## src/rtl/pipeline_pkg.sv

```systemverilog
`default_nettype none
// ============================================================================
// Module      : pipeline_pkg
// Description : Shared opcodes, fetch-select encodings and the ID/EX control
//               bundle for the 5-stage 32-bit pipeline.
// Revision    : 1.0 - initial release
// ============================================================================
package pipeline_pkg;

    localparam logic [5:0] OP_RTYPE = 6'h00;
    localparam logic [5:0] OP_J     = 6'h02;
    localparam logic [5:0] OP_JAL   = 6'h03;
    localparam logic [5:0] OP_BEQ   = 6'h04;
    localparam logic [5:0] OP_BNE   = 6'h05;
    localparam logic [5:0] OP_ADDI  = 6'h08;
    localparam logic [5:0] OP_LW    = 6'h23;
    localparam logic [5:0] OP_SW    = 6'h2B;

    localparam logic [1:0] PC_SEQ    = 2'd0;
    localparam logic [1:0] PC_JUMP   = 2'd1;
    localparam logic [1:0] PC_BRANCH = 2'd2;

    // ALU_FUNCT tells execute to decode the R-type funct field itself
    localparam logic [2:0] ALU_FUNCT = 3'd0;
    localparam logic [2:0] ALU_ADD   = 3'd1;
    localparam logic [2:0] ALU_SUB   = 3'd2;

    localparam logic [31:0] NOP_WORD = 32'h0000_0000;
    localparam int          NUM_REGS = 32;
    localparam int          LINK_REG = 31;

    localparam int CTRL_REG_WRITE  = 8;
    localparam int CTRL_MEM_READ   = 7;
    localparam int CTRL_MEM_WRITE  = 6;
    localparam int CTRL_MEM_TO_REG = 5;
    localparam int CTRL_ALU_SRC    = 4;
    localparam int CTRL_LINK       = 3;
    localparam int CTRL_ALU_OP_MSB = 2;
    localparam int CTRL_ALU_OP_LSB = 0;
    localparam int CTRL_WIDTH      = 9;

    typedef struct packed {
        logic       reg_write;
        logic       mem_read;
        logic       mem_write;
        logic       mem_to_reg;
        logic       alu_src;
        logic       link;
        logic [2:0] alu_op;
    } ex_ctrl_t;

    localparam ex_ctrl_t CTRL_NOP = '0;

endpackage
`default_nettype wire

```

## src/rtl/register_file.sv

```systemverilog
`default_nettype none
// ============================================================================
// Module      : register_file
// Description : 32x32 register file, two async read ports with write-first
//               bypass, one write port, r0 hardwired to zero.
// Revision    : 1.0 - initial release
// ============================================================================
module register_file
    import pipeline_pkg::*;
(
    input  logic        clk,
    input  logic        rst,
    input  logic        we,
    input  logic [4:0]  waddr,
    input  logic [31:0] wdata,
    input  logic [4:0]  raddr_a,
    input  logic [4:0]  raddr_b,
    output logic [31:0] rdata_a,
    output logic [31:0] rdata_b
);

    logic [31:0] r_regs [NUM_REGS];
    logic        w_wr_valid;

    assign w_wr_valid = we && (waddr != 5'd0);

    always_ff @(posedge clk) begin
        if (rst) begin
            for (int i = 0; i < NUM_REGS; i++) begin
                r_regs[i] <= '0;
            end
        end else if (w_wr_valid) begin
            r_regs[waddr] <= wdata;
        end
    end

    // A same-cycle write to the read index is forwarded so decode sees it now
    assign rdata_a = (raddr_a == 5'd0)                       ? 32'd0 :
                     (w_wr_valid && (waddr == raddr_a))      ? wdata :
                                                               r_regs[raddr_a];
    assign rdata_b = (raddr_b == 5'd0)                       ? 32'd0 :
                     (w_wr_valid && (waddr == raddr_b))      ? wdata :
                                                               r_regs[raddr_b];

endmodule
`default_nettype wire

```

## src/rtl/decode_stage.sv

```systemverilog
`default_nettype none
// ============================================================================
// Module      : decode_stage
// Description : IF/ID register, instruction decode, register read, branch and
//               jump resolution, load-use hazard detection and ID/EX register.
// Revision    : 1.0 - initial release
// ============================================================================
module decode_stage
    import pipeline_pkg::*;
(
    input  logic        clk,
    input  logic        rst,
    input  logic [31:0] if_instruction,
    input  logic [31:0] if_pc_next,
    input  logic        wb_we,
    input  logic [4:0]  wb_addr,
    input  logic [31:0] wb_data,
    output logic [1:0]  pc_src,
    output logic [31:0] jump_address,
    output logic [31:0] branch_address,
    output logic        pc_stall,
    output logic [8:0]  ex_ctrl,
    output logic [31:0] ex_rs_data,
    output logic [31:0] ex_rt_data,
    output logic [31:0] ex_imm,
    output logic [31:0] ex_pc_next,
    output logic [4:0]  ex_rs,
    output logic [4:0]  ex_rt,
    output logic [4:0]  ex_dest,
    output logic        ex_illegal
);

    logic [31:0] r_if_instr;
    logic [31:0] r_if_pc;
    ex_ctrl_t    r_ex_ctrl;

    logic [5:0]  w_op;
    logic [4:0]  w_rs;
    logic [4:0]  w_rt;
    logic [4:0]  w_rd;
    logic [15:0] w_imm16;
    logic [25:0] w_target;
    logic [31:0] w_imm;
    logic [31:0] w_rs_data;
    logic [31:0] w_rt_data;
    ex_ctrl_t    w_ctrl;
    logic [4:0]  w_dest;
    logic        w_illegal;
    logic        w_reads_rt;
    logic        w_equal;
    logic [1:0]  w_redirect;
    logic        w_hazard;

    assign w_op     = r_if_instr[31:26];
    assign w_rs     = r_if_instr[25:21];
    assign w_rt     = r_if_instr[20:16];
    assign w_rd     = r_if_instr[15:11];
    assign w_imm16  = r_if_instr[15:0];
    assign w_target = r_if_instr[25:0];
    assign w_imm    = {{16{w_imm16[15]}}, w_imm16};

    register_file u_register_file (
        .clk     (clk),
        .rst     (rst),
        .we      (wb_we),
        .waddr   (wb_addr),
        .wdata   (wb_data),
        .raddr_a (w_rs),
        .raddr_b (w_rt),
        .rdata_a (w_rs_data),
        .rdata_b (w_rt_data)
    );

    always_comb begin
        w_ctrl     = CTRL_NOP;
        w_dest     = 5'd0;
        w_illegal  = 1'b0;
        w_reads_rt = 1'b0;
        case (w_op)
            OP_RTYPE: begin
                w_ctrl.reg_write = 1'b1;
                w_ctrl.alu_op    = ALU_FUNCT;
                w_dest           = w_rd;
                w_reads_rt       = 1'b1;
            end
            OP_ADDI: begin
                w_ctrl.reg_write = 1'b1;
                w_ctrl.alu_src   = 1'b1;
                w_ctrl.alu_op    = ALU_ADD;
                w_dest           = w_rt;
            end
            OP_LW: begin
                w_ctrl.reg_write  = 1'b1;
                w_ctrl.mem_read   = 1'b1;
                w_ctrl.mem_to_reg = 1'b1;
                w_ctrl.alu_src    = 1'b1;
                w_ctrl.alu_op     = ALU_ADD;
                w_dest            = w_rt;
            end
            OP_SW: begin
                w_ctrl.mem_write = 1'b1;
                w_ctrl.alu_src   = 1'b1;
                w_ctrl.alu_op    = ALU_ADD;
                w_reads_rt       = 1'b1;
            end
            OP_BEQ, OP_BNE: begin
                w_ctrl.alu_op = ALU_SUB;
                w_reads_rt    = 1'b1;
            end
            OP_J: begin
                w_ctrl = CTRL_NOP;
            end
            OP_JAL: begin
                w_ctrl.reg_write = 1'b1;
                w_ctrl.link      = 1'b1;
                w_dest           = 5'(LINK_REG);
            end
            default: begin
                w_illegal = 1'b1;
            end
        endcase
    end

    assign w_equal = (w_rs_data == w_rt_data);

    always_comb begin
        w_redirect = PC_SEQ;
        if ((w_op == OP_J) || (w_op == OP_JAL)) begin
            w_redirect = PC_JUMP;
        end else if (((w_op == OP_BEQ) && w_equal) || ((w_op == OP_BNE) && !w_equal)) begin
            w_redirect = PC_BRANCH;
        end
    end

    // A load in ID/EX cannot forward in time to a consumer sitting in IF/ID
    assign w_hazard = r_ex_ctrl.mem_read && (ex_dest != 5'd0) &&
                      ((ex_dest == w_rs) || (w_reads_rt && (ex_dest == w_rt)));

    assign pc_stall       = w_hazard;
    assign pc_src         = w_hazard ? PC_SEQ : w_redirect;
    assign jump_address   = {r_if_pc[31:28], w_target, 2'b00};
    assign branch_address = r_if_pc + {w_imm[29:0], 2'b00};
    assign ex_ctrl        = r_ex_ctrl;

    always_ff @(posedge clk) begin
        if (rst) begin
            r_if_instr <= NOP_WORD;
            r_if_pc    <= '0;
        end else if (w_hazard) begin
            r_if_instr <= r_if_instr;
            r_if_pc    <= r_if_pc;
        end else if (pc_src != PC_SEQ) begin
            r_if_instr <= NOP_WORD;
            r_if_pc    <= if_pc_next;
        end else begin
            r_if_instr <= if_instruction;
            r_if_pc    <= if_pc_next;
        end
    end

    always_ff @(posedge clk) begin
        if (rst || w_hazard) begin
            r_ex_ctrl  <= CTRL_NOP;
            ex_rs_data <= '0;
            ex_rt_data <= '0;
            ex_imm     <= '0;
            ex_pc_next <= '0;
            ex_rs      <= '0;
            ex_rt      <= '0;
            ex_dest    <= '0;
            ex_illegal <= 1'b0;
        end else begin
            r_ex_ctrl  <= w_ctrl;
            ex_rs_data <= w_rs_data;
            ex_rt_data <= w_rt_data;
            ex_imm     <= w_imm;
            ex_pc_next <= r_if_pc;
            ex_rs      <= w_rs;
            ex_rt      <= w_rt;
            ex_dest    <= w_dest;
            ex_illegal <= w_illegal;
        end
    end

endmodule
`default_nettype wire

```

## config.mk

```make
export PLATFORM = sky130hd
export DESIGN_NAME = decode_stage
export DESIGN_NICKNAME = d
export VERILOG_FILES = /design/src/rtl/pipeline_pkg.sv /design/src/rtl/register_file.sv /design/src/rtl/decode_stage.sv
export SDC_FILE = /design/constraint.sdc
export NUM_CORES = 2
export LEC_CHECK = 0
export BUFFER_PORTS_ARGS = -buffer_cell sky130_fd_sc_hd__buf_4
export CAP_MARGIN = 25
export CORE_ASPECT_RATIO = 2
export CORE_MARGIN = 2
export CORE_UTILIZATION = 50
export CTS_CLUSTER_DIAMETER = 200
export DETAILED_ROUTE_END_ITERATION = 8
export HOLD_SLACK_MARGIN = 0.06
export PLACE_DENSITY_LB_ADDON = 0.12
export SLEW_MARGIN = 20
export SYNTH_ARGS = -nofsm -noshare
export SYNTH_HDL_FRONTEND = slang
export SYNTH_SLANG_ARGS = --single-unit
```

## constraint.sdc

```tcl
create_clock -name clk -period 4.8 [get_ports clk]
set_input_delay 0 -clock clk [delete_from_list [all_inputs] [get_ports clk]]
set_output_delay 0 -clock clk [all_outputs]
set_load 0.05 [all_outputs]
```

==> metrics.md <==
| Metric | Value |
|---|---|
| Status | `complete, but fails checks` |
| Failing checks | `negative setup slack` |
| Async SR Flop Fraction | `0` |
| Crit path max-delay cell type | `mux4_2` |
| Largest net degree at the start of global routing | `96` |
| FMAX | `195.7 MHz` |
| Reg-to-reg slack, setup | `70 ps` |
| Initial antenna violation count | `35` |
| Yosys cell types | `85` |
| DRC violations left | `0` |
| CTS Root Cell | `clkbuf_16` |
| Worst-path clk slew | `70 ps` |
| DR WL/cell | `38.79 um` |
| Worst r2r path cells | `16` |
| Fin Hold WS | `68.35 ps` |
| CP cell instances | `buf_12, buf_4, mux4_2, mux4_2, a22oi_2, o21a_1, xnor2_2, nand3_2, nor4_2, buf_4, nand3_4, xnor2_2, nor3_2, buf_6` |
| CTS buffer count | `112` |
| Final setup violation count | `1` |
| Max-Cap Viols | `0` |
| DR vias | `49220` |
| Clk sinks | `1233` |
| DRT Pass-1 Iters | `8` |
| DIE WIDTH | `259.1 um` |
| Crit-path max FO | `19` |
| Register area share after synthesis | `0.5370` |
| Gpl congestion | `1.012` |
| Critical Path Max Stage Delay | `around 720 ps` |
| Port bufs | `320` |
| Detailed Route Iter0 Violations | `7259` |
| Synth Cell Area | `65060 um2` |
| Final Max Tran Viols | `0` |
| Final worst slack | `-309.4 ps` |
| Filler instances | `10140` |
| Share of the synthesized area in the top cell type | `0.4726` |
| Synth warn | `0` |
| Hold worst-path end | `r_if_instr[12]$_SDFFE_PP0N_` |
| Fin. Hold Viols | `0` |
| Pwr/cell area | `387.6 nW/um2` |
| CTS max path bufs | `3` |
| Layout cell share with drive strength beyond 1 | `0.3004` |
| P_leak | `28.31 nW` |
| Final instance area | `about 78000 um2` |
| Core Footprint | `129400 um2` |
| Synth area leaders | `edfxtp_1, mux4_2, and2_1, dfxtp_1, mux2i_1` |
| CTS tree | `built` |
| Relative slew slack | `0.2398` |
| Required time of the critical path | `around 4800 ps` |
| Syn_area_per_cell | `13.52 um2` |
| I/O pins | `324` |
| Setup CP Type | `register to output port` |
| Die area | `133200 um2` |
| Hold path cells | `4` |
| Area Overhead vs Synth | `20.27%` |
| Worst path bufs/invs | `4` |
| RSZ-0062 raised after global routing | `yes` |
| Initial Util | `0.5028` |
| Worst Path Arrival | `5110 ps` |
| GR Util All Layers | `0.4152` |
| Gr ovfl total | `0` |
| Global-route wire length before repair | `roughly 380000 um` |
| Startpoint type of the worst setup path | `register` |
| CP delay by family, top | `multiplexers` |
| Hold_sp | `if_instruction[12]` |
| Cell taking the most area after synthesis | `edfxtp_1` |
| Post-Route WL | `278900 um` |
| Period utilization | `1.064` |
| Clk_lat worst skew | `just under 800 ps` |
| Cell Rows | `187` |
| CP endpoint kind | `output port` |
| Slew @ Worst Pin | `1137 ps` |
| Number of synthesized flops with an enable pin | `around 1000` |
| DP Area | `70810 um2` |
| Detail Route Antenna Nets | `0` |
| Synth Flop Type | `edfxtp_1` |
| Vias/cell | `6.845` |
| Die height | `514.1 um` |
| Max IR drop VDD | `0.3572 mV` |
| Synth Instances | `4811` |
| Nets | `5502` |
| Post-DP HPWL | `177100 um` |
| Min cycle time layout | `5109 ps` |
| Hold Path Class | `primary input to register` |
| Vias in the first global route | `48780` |
| FF+latch count, synth | `roughly 1200` |
| Final Skew | `42.81 ps` |
| Htree depth | `3` |
synth_stat cells (9+ instances only):
cell type	instances
edfxtp_1	1024
and2_1	967
mux4_2	459
clkbuf_1	326
mux2i_1	236
dfxtp_1	209
nor2_1	193
nor3_1	142
a21oi_1	108
nand3_1	86
nand2_1	84
buf_4	74
a221oi_1	69
a22oi_1	64
o21ai_0	54
buf_2	52
or2_2	42
xnor2_1	41
buf_6	36
buf_1	33
a32oi_1	32
nand4_1	31
ha_1	29
o22ai_1	27
inv_1	26
nor2b_1	25
xor2_1	24
a211oi_1	19
a221o_1	18
and3_1	18
mux2_2	17
or2_0	17
nand2b_1	14
or3_1	14
o211ai_1	13
a22o_1	12
o21a_1	12
a31oi_1	11
nor4_1	10
or2_1	10
nand4b_1	9
timing repair:
| action | in CTS | in global routing |
|---|---|---|
| pin swaps | 32 | 36 |
| setup endpoints to repair | 47 | 24 |
| resized for setup | 101 | 82 |
| hold buffers | 164 | 0 |
| setup buffers | 47 | 38 |
| endpoints found under the hold margin | 1087 | 0 |
| cloned | 10 | 4 |
metal layers:
metal  track usage  wire length (um)  vias to the layer above
li1              -                 -                    19340
met4        0.3958             31430                       12
met3       0.09763             30400                     1281
met2        0.6678            131800                     4056
met1        0.4462             85190                    24530
met5             0                76                        -
tightest hold or removal path, stage by stage:
cell           delay [ps]
dlygate4sd3_1         530
buf_4                 110
a32oi_1                80
nand3_1                80
worst max path at each step:
stage          slack (ps)  cells past startpoint        end     start
6_report             -310                     14  pc_src[1]  register
5_1_grt              -350                     16  pc_src[1]  register
4_1_cts              -200                     18  pc_src[1]  register
3_5_place_dp         -310                     17   register  register
3_3_place_gp         -310                     17  pc_src[1]  register
2_1_floorplan         260                     17  pc_src[1]  register
through the flow:
step / total power, mW / TNS (ps) / setup slack (ps) / utilization / cells
global route: 30.85 / -353.8 / -353.8 / 0.6043 / 7170
global placement: 20.16 / -10080 / -312.0 / 0.5472 / 6693
CTS: 29.87 / -199.7 / -199.7 / 0.5987 / 7122
floorplan: 17.10 / 0 / 260.3 / - / 4845
detailed placement: 20.22 / -10620 / -311.4 / 0.5473 / 6694
finish: 30.33 / -309.4 / -309.4 / 0.6047 / 7190
sequential cells by signal, summed over array words and instances (netlist names), named ones only:
| register | cells |
|---|---|
| ex_rt_data | 32 |
| u_register_file.r_regs | 1024 |
| ex_illegal | 1 |
| ex_rs_data | 32 |
| ex_rt | 5 |
| ex_ctrl | 7 |
| ex_rs | 5 |
| ex_imm | 16 |
| r_if_instr | 32 |
| r_if_pc | 32 |
| ex_pc_next | 32 |
| ex_dest | 5 |
logic make-up after synthesis:
group                    share of synthesized area
other                                   0.00005764
buffers and inverters                      0.04410
AO/OA/AOI/OAI                              0.05722
multiplexers                                0.1981
flip-flops                                  0.5370
XOR/XNOR                                  0.008750
adder cells (fa/ha/maj)                   0.005885
AND/OR/NAND/NOR                             0.1489
cell usage in the layout, fill, tap and decap left out, types with 15 or more instances in the layout:
cell type,count
a211oi_1,17
a21oi_1,99
a221o_1,18
a221oi_1,63
a22oi_1,55
a32oi_1,32
and2_1,966
and3_1,17
buf_12,69
buf_16,15
buf_4,659
buf_6,17
clkbuf_16,122
clkinv_1,18
clkinv_2,17
conb_1,35
dfxtp_1,197
diode_2,27
dlygate4sd3_1,164
edfxtp_1,1024
ha_1,28
inv_1,25
mux2_2,15
mux2i_1,229
mux4_2,459
nand2_1,81
nand3_1,81
nand4_1,31
nor2_1,153
nor2_4,31
nor2b_1,18
nor3_1,135
o21ai_0,41
o22ai_1,21
or2_0,17
or2_2,42
xnor2_1,35
xor2_1,24
cell type report:
class	count	area, um2	area share
clock inverters	71	656.9	0.008395
inverters	28	106.4	0.001359
repair buffers	941	8975	0.1147
diodes	27	67.56	0.0008635
multi-input cells	3052	28260	0.3611
clock buffers	137	3088	0.03947
well taps	1701	2128	0.02720
flip-flops and latches	1233	34970	0.4469
power by group:
group | total (mW) | internal, mW | switching [mW] | leakage, nW
combinational | 8.25 | 3.25 | 5.00 | 15.0
clock | 9.40 | 5.08 | 4.32 | 1.83
sequential | 12.7 | 12.3 | 0.429 | 11.5
total | 30.3 | 20.6 | 9.75 | 28.3
Note: power is estimated with default switching activity, not from simulation.
